<file path="config.mk">
export PLATFORM = sky130hd
export DESIGN_NAME = sparse_pe
export DESIGN_NICKNAME = d
export VERILOG_FILES = /design/src/rtl/sparse_pe_pkg.sv /design/src/rtl/sparse_pe_lane.sv /design/src/rtl/sparse_pe.sv
export SDC_FILE = /design/constraint.sdc
export NUM_CORES = 2
export LEC_CHECK = 0
export ABC_AREA = 0
export CORE_UTILIZATION = 55
export DETAILED_ROUTE_END_ITERATION = 7
export HOLD_SLACK_MARGIN = 0.12
export PLACE_DENSITY = 0.73
export RECOVER_POWER = 25
export REMOVE_ABC_BUFFERS = 1
export SYNTH_ARGS = -nofsm -noshare
export SYNTH_HDL_FRONTEND = slang
export SYNTH_SLANG_ARGS = --single-unit
</file>
<file path="constraint.sdc">
create_clock -name clk -period 15.7 [get_ports clk]
set_input_delay 1.57 -clock clk [delete_from_list [all_inputs] [get_ports clk]]
set_output_delay 1.57 -clock clk [all_outputs]
set_load 0.1 [all_outputs]
</file>
<file path="src/rtl/sparse_pe_pkg.sv">
// Shared parameters, lane coordinate type and product saturation for the sparse PE.
package sparse_pe_pkg;

  localparam int col_length       = 5;
  localparam int wordlength       = 16;
  localparam int doublewordLength = 16;
  localparam int kernel_size      = 5;
  localparam int LANES            = 4;
  localparam int PIPE_LAT         = 2;
  localparam int PROD_W           = 2 * wordlength;

  typedef struct packed {
    logic [col_length-1:0] col;
    logic [col_length-1:0] row;
  } lane_coord_t;

  // Clamp a full-width signed product into the signed output width.
  function automatic logic signed [doublewordLength-1:0] saturate(
    input logic signed [PROD_W-1:0] p
  );
    logic signed [PROD_W-1:0] max_v;
    logic signed [PROD_W-1:0] min_v;
    max_v = {{(PROD_W-doublewordLength+1){1'b0}}, {(doublewordLength-1){1'b1}}};
    min_v = {{(PROD_W-doublewordLength+1){1'b1}}, {(doublewordLength-1){1'b0}}};
    if (p > max_v)      return max_v[doublewordLength-1:0];
    else if (p < min_v) return min_v[doublewordLength-1:0];
    else                return p[doublewordLength-1:0];
  endfunction

endpackage

</file>
<file path="src/rtl/sparse_pe_lane.sv">
// One multiplier lane: multiply/saturate, coordinate subtract, range check, output register.
// Optional ZERO_SKIP_EN suppresses products with a zero weight or activation.
module sparse_pe_lane
  import sparse_pe_pkg::*;
(
  input  logic                               clk,
  input  logic                               irst_n,
  input  logic                               beat_valid,
  input  logic signed [wordlength-1:0]       weight,
  input  logic signed [wordlength-1:0]       act,
  input  lane_coord_t                        w_coord,
  input  lane_coord_t                        d_coord,
  output logic signed [doublewordLength-1:0] product,
  output lane_coord_t                        out_coord,
  output logic                               out_valid
);

  logic signed [PROD_W-1:0] prod_full;
  logic                     in_range;
  logic                     nonzero;
  logic                     lane_ok;
  lane_coord_t              diff;

  assign prod_full = weight * act;
  assign in_range  = (d_coord.col >= w_coord.col) && (d_coord.row >= w_coord.row);
  // Subtraction wraps modulo 2^col_length; out-of-range lanes are flagged, not clamped.
  assign diff.col  = d_coord.col - w_coord.col;
  assign diff.row  = d_coord.row - w_coord.row;

`ifdef ZERO_SKIP_EN
  assign nonzero = (act != '0) && (weight != '0);
`else
  assign nonzero = 1'b1;
`endif

  assign lane_ok = beat_valid && in_range && nonzero;

  // NOTE: sequential state uses non-blocking assignments so every register samples pre-edge values.
  always_ff @(posedge clk or posedge irst_n) begin
    if (irst_n) begin
      product   <= '0;
      out_coord <= '0;
      out_valid <= 1'b0;
    end else begin
      product   <= lane_ok ? saturate(prod_full) : '0;
      out_coord <= diff;
      out_valid <= lane_ok;
    end
  end

endmodule

</file>
<file path="src/rtl/sparse_pe.sv">
// Sparse-CNN PE top: input register, pixel/weight beat counters, tag pipeline, 4 lanes.
// Build with ZERO_SKIP_EN defined to gate zero-operand products.
module sparse_pe
  import sparse_pe_pkg::*;
(
  input  logic                                clk,
  input  logic                                irst_n,
  input  logic                                in_valid,
  input  logic [15:0]                         pixels,
  input  logic [5:0]                          in_channel,
  input  logic [col_length-1:0]               weight_cols,
  input  logic [col_length-1:0]               weight_rows,
  input  logic [wordlength-1:0]               weight,
  input  logic [LANES*col_length-1:0]         data_in_cols,
  input  logic [LANES*col_length-1:0]         data_in_rows,
  input  logic [LANES*wordlength-1:0]         data_in,
  output logic [5:0]                          out_channel,
  output logic [LANES*doublewordLength-1:0]   data_out,
  output logic [LANES*col_length-1:0]         data_out_cols,
  output logic [LANES*col_length-1:0]         data_out_rows,
  output logic [LANES-1:0]                    out_valid,
  output logic [15:0]                         curr_pixel,
  output logic [15:0]                         curr_weight
);

  logic                        s1_valid;
  logic [wordlength-1:0]       s1_weight;
  lane_coord_t                 s1_wcoord;
  logic [LANES*col_length-1:0] s1_cols;
  logic [LANES*col_length-1:0] s1_rows;
  logic [LANES*wordlength-1:0] s1_data;
  logic [5:0]                  s1_channel;
  logic [15:0]                 s1_pixel;
  logic [15:0]                 s1_wtag;

  logic [15:0] pix_cnt;
  logic [15:0] wgt_cnt;
  logic [15:0] pix_eff;
  logic [16:0] pix_inc;
  logic        pix_wrap;

  // A pixels value of 0 behaves as 1; >= also covers pixels shrinking below the count.
  assign pix_eff  = (pixels == '0) ? 16'd1 : pixels;
  assign pix_inc  = {1'b0, pix_cnt} + 17'd1;
  assign pix_wrap = pix_inc >= {1'b0, pix_eff};

  always_ff @(posedge clk or posedge irst_n) begin
    if (irst_n) begin
      pix_cnt <= '0;
      wgt_cnt <= '0;
    end else if (in_valid) begin
      pix_cnt <= pix_wrap ? 16'd0 : pix_inc[15:0];
      wgt_cnt <= pix_wrap ? wgt_cnt + 16'd1 : wgt_cnt;
    end
  end

  always_ff @(posedge clk or posedge irst_n) begin
    if (irst_n) begin
      s1_valid    <= 1'b0;
      s1_weight   <= '0;
      s1_wcoord   <= '0;
      s1_cols     <= '0;
      s1_rows     <= '0;
      s1_data     <= '0;
      s1_channel  <= '0;
      s1_pixel    <= '0;
      s1_wtag     <= '0;
      out_channel <= '0;
      curr_pixel  <= '0;
      curr_weight <= '0;
    end else begin
      s1_valid    <= in_valid;
      s1_weight   <= weight;
      s1_wcoord   <= '{col: weight_cols, row: weight_rows};
      s1_cols     <= data_in_cols;
      s1_rows     <= data_in_rows;
      s1_data     <= data_in;
      s1_channel  <= in_channel;
      s1_pixel    <= pix_cnt;
      s1_wtag     <= wgt_cnt;
      out_channel <= s1_channel;
      curr_pixel  <= s1_pixel;
      curr_weight <= s1_wtag;
    end
  end

  for (genvar i = 0; i < LANES; i++) begin : g_lane
    lane_coord_t d_coord;
    lane_coord_t o_coord;

    assign d_coord = '{col: s1_cols[i*col_length +: col_length],
                       row: s1_rows[i*col_length +: col_length]};

    sparse_pe_lane u_lane (
      .clk        (clk),
      .irst_n     (irst_n),
      .beat_valid (s1_valid),
      .weight     (s1_weight),
      .act        (s1_data[i*wordlength +: wordlength]),
      .w_coord    (s1_wcoord),
      .d_coord    (d_coord),
      .product    (data_out[i*doublewordLength +: doublewordLength]),
      .out_coord  (o_coord),
      .out_valid  (out_valid[i])
    );

    assign data_out_cols[i*col_length +: col_length] = o_coord.col;
    assign data_out_rows[i*col_length +: col_length] = o_coord.row;
  end

endmodule

</file>
==> load_flow_metrics.sql <==
INSERT INTO impl_metrics (metric_group, metric, value, unit) VALUES
('timing', 'min_period', '8449', 'ps'),
('grt', 'wire_length_of_the_first_global_routing_pass', '211300', 'µm'),
('clock_network', 'htree_levels', '2', ''),
('critical_path', 'critical_path.max_fanout', '64', ''),
('clock_network', 'buffer_count_from_post_cts_setup_fixing', '0', ''),
('yosys', 'synth_top_area_share', '39.89', '%'),
('timing', 'setup-violations-final', '0', ''),
('critical_path', 'worstSetupPathType', 'reg2reg', ''),
('yosys', 'post-synth-top-count-cell', 'sky130_fd_sc_hd__inv_1', ''),
('route', 'drc', '0', ''),
('final_layout', 'post_route_cells_drive_above_1_share', '2.597', '%'),
('critical_path', 'crit_path_start_kind', 'flop', ''),
('floorplan', 'die_height', '312.4', 'µm'),
('clock_network', 'numClockSinks', '347', ''),
('timing', 'fmaxAchievable', '0.1184', 'GHz'),
('floorplan', 'die_w', '312.4', 'µm'),
('worst_hold_path', 'worst_hold_path_type', 'reg2reg', ''),
('yosys', 'yosys-top-cells-area', 'sky130_fd_sc_hd__fa_1 40%, sky130_fd_sc_hd__dfrtp_1 16%, sky130_fd_sc_hd__ha_1 9.1%, sky130_fd_sc_hd__inv_1 9.0%, sky130_fd_sc_hd__and2_1 5.9%', ''),
('floorplan', 'core-area', '0.09529', 'mm²'),
('critical_path', 'worst_r2r_startpoint', 's1_weight[15]', ''),
('timing', 'setup-tns-final', '0', 'ps'),
('critical_path', 'reg2regPathDepth', '23', ''),
('critical_path', 'required', '16120', 'ps'),
('clock_network', 'cts.clk_slew.worst_paths', '70', 'ps'),
('clock_network', 'worstSkewPairLatency', '610', 'ps'),
('timing', 'rsz0062_at_grt', 'false', ''),
('timing', 'finalHoldViolCount', '0', ''),
('route', 'detail_route.iter0.violations', '1997', ''),
('grt', 'grt_remaining_overflow', '0', ''),
('route', 'routedWlPerCell', '17.99', 'µm'),
('timing', 'fin_crit_sh', '53.82', '%'),
('clock_network', 'clockRootBuffer', 'sky130_fd_sc_hd__clkbuf_16', ''),
('grt', 'pin_count_of_the_biggest_net_entering_global_routing', '172', ''),
('clock_network', 'postCtsResizedCells', '0', ''),
('route', 'viasPerCell', '5.365', ''),
('grt', 'antenna_found_initial', '7', ''),
('timing', 'worst_slack', '7251', 'ps'),
('final_layout', 'area.growth.synth_to_final', '10.33', '%'),
('clock_network', 'tritoncts', 'built', ''),
('yosys', 'yosys.cell_types.count', '85', ''),
('place', 'dp_worst_setup_slack', '7297', 'ps'),
('timing', 'worst_slew_pin_slew', '1231', 'ps'),
('yosys', 'synth_area', '0.05300', 'mm²'),
('clock_network', 'cts_made_buffers', '43', ''),
('run_status', 'run_status', 'complete, no violations', ''),
('grt', 'via_count_of_the_first_global_routing_pass', '40798', ''),
('route', 'firstDrtPassIters', '5', ''),
('run', 'max_cap_violations', '0', ''),
('critical_path', 'crit_path_end_kind', 'flop', ''),
('critical_path', 'critical_path.reg2reg.endpoint', 'g_lane[2].u_lane.product[0]', ''),
('clock_network', 'hold_buffers', '0', ''),
('yosys', 'ys_dominant_reg_cell', 'sky130_fd_sc_hd__dfrtp_1', ''),
('floorplan', 'io_pins', '301', ''),
('critical_path', 'regToRegSetupSlack', '7250', 'ps'),
('timing', 'final-max-slew-violation-count', '0', ''),
('yosys', 'number_of_enable_flip_flop_cells_after_synthesis', '0', ''),
('route', 'detailroute.via_count', '37172', ''),
('final_layout', 'final_util', '61.36', '%'),
('critical_path', 'crit_start', 's1_weight[15]', ''),
('place', 'routabilityCongestion', '0.9125', ''),
('yosys', 'synth.avg_cell_area', '9.668', 'µm²'),
('critical_path', 'crit_path_end', 'g_lane[2].u_lane.product[0]', ''),
('yosys', 'postSynthRegisterBits', '347', ''),
('yosys', 'cells_after_synth', '5482', ''),
('floorplan', 'die-area', '0.09761', 'mm²'),
('place', 'hpwl_after_detailed_placement', '96210', 'µm'),
('clock_network', 'clockBufferDepth', '3', ''),
('grt', 'global_route_usage_over_all_layers', '27.08', '%'),
('final_layout', 'fin_nets', '7223', ''),
('place', 'port_buffers', '300', ''),
('timing', 'clock-skew-final', '25.25', 'ps');
==> cells in the final DEF (no fill, tap or decap), drive strengths merged, types with 25 or more instances in the layout <==
master         count
xor2              57
a21o              64
buf               25
clkbuf            56
fa              1056
ha               386
nor2             124
o211ai            28
xnor2            120
o21ai            119
nand3             58
nand4             26
o21a              41
clkdlybuf4s50    184
a21oi            148
nor3              42
nand2            570
and2             498
dlygate4sd3      116
inv             1269
nand2b            39
dfrtp            347
==> through the flow <==
step	hold slack, ps	instances	area, µm²
after global placement	331.3	6846	56940
after global routing	344.4	6927	58470
after CTS	342.0	6925	58470
final	336.8	6928	58470
after detailed placement	334.7	6846	56940
after floorplan	331.2	5256	52120
==> logic make-up (layout without fill, tap and decap cells) <==
kind of cell	count (synthesis)	count (layout)	synth area share (%)
multiplexers	9	9	0.1747
AND/OR/NAND/NOR	1454	1454	13.77
flip-flops	347	347	16.38
adder cells (fa/ha/maj)	1442	1442	49.00
other	0	3	0
XOR/XNOR	177	177	2.925
buffers and inverters	1491	1669	10.61
AO/OA/AOI/OAI	562	562	7.137
==> sequential cells by signal, summed over array words and instances (netlist names) <==
name and count:
curr_pixel 16, curr_weight 16, g_lane.u_lane.out_coord 40, g_lane.u_lane.out_valid 4
g_lane.u_lane.product 64, out_channel 6, pix_cnt 16, s1_channel 6
s1_cols 20, s1_data 64, s1_pixel 16, s1_rows 20
s1_valid 1, s1_wcoord 10, s1_weight 16, s1_wtag 16
wgt_cnt 16
==> layer usage <==
metal | up-vias | global-route usage, % | routed length [µm]
li1 | 16814 | - | -
met3 | 205 | 6.032 | 9882
met5 | - | 0 | 35
met2 | 1098 | 44.81 | 59530
met1 | 19049 | 36.10 | 51810
met4 | 6 | 7.152 | 3355
==> how the worst min path moves through the flow <==
stage                            endpoint           from  cells after the start
final                     curr_weight[11]    s1_wtag[11]                      0
after global routing      curr_weight[11]    s1_wtag[11]                      0
after CTS                 curr_weight[11]    s1_wtag[11]                      0
after detailed placement    curr_pixel[1]    s1_pixel[1]                      0
after global placement     out_channel[5]  s1_channel[5]                      0
after floorplan             curr_pixel[0]    s1_pixel[0]                      0
==> layout make-up <==
class | count | area [µm²] | share of cell area (%)
well taps | 1265 | 1583 | 2.707
inverters | 1265 | 4756 | 8.133
flip-flops and latches | 347 | 8703 | 14.88
repair buffers | 325 | 3203 | 5.478
clock buffers | 56 | 1185 | 2.026
diodes | 3 | 7.507 | 0.01284
multi-input cells | 3644 | 38700 | 66.18
clock inverters | 23 | 341.6 | 0.5841
==> critical path, cell delays in order, from the launching register on <==
cell	delay [ps]
sky130_fd_sc_hd__dfrtp_2	340
sky130_fd_sc_hd__buf_4	610
sky130_fd_sc_hd__and2_1	270
sky130_fd_sc_hd__inv_1	70
sky130_fd_sc_hd__fa_1	510
sky130_fd_sc_hd__inv_1	140
sky130_fd_sc_hd__fa_1	850
sky130_fd_sc_hd__fa_1	520
sky130_fd_sc_hd__fa_1	510
sky130_fd_sc_hd__fa_1	490
sky130_fd_sc_hd__inv_1	50
sky130_fd_sc_hd__fa_1	470
sky130_fd_sc_hd__inv_1	40
sky130_fd_sc_hd__ha_1	340
sky130_fd_sc_hd__a21oi_1	280
sky130_fd_sc_hd__o21bai_1	90
sky130_fd_sc_hd__a21oi_1	180
sky130_fd_sc_hd__o211ai_1	200
sky130_fd_sc_hd__o311a_1	340
sky130_fd_sc_hd__o311a_1	310
sky130_fd_sc_hd__nor4_1	260
sky130_fd_sc_hd__a311oi_1	140
sky130_fd_sc_hd__o21ai_1	960
sky130_fd_sc_hd__o21ai_0	240
Power is left out: the tool's default activity adds up to more than one toggle a clock period on the data nets, which glitch-free logic cannot reach.
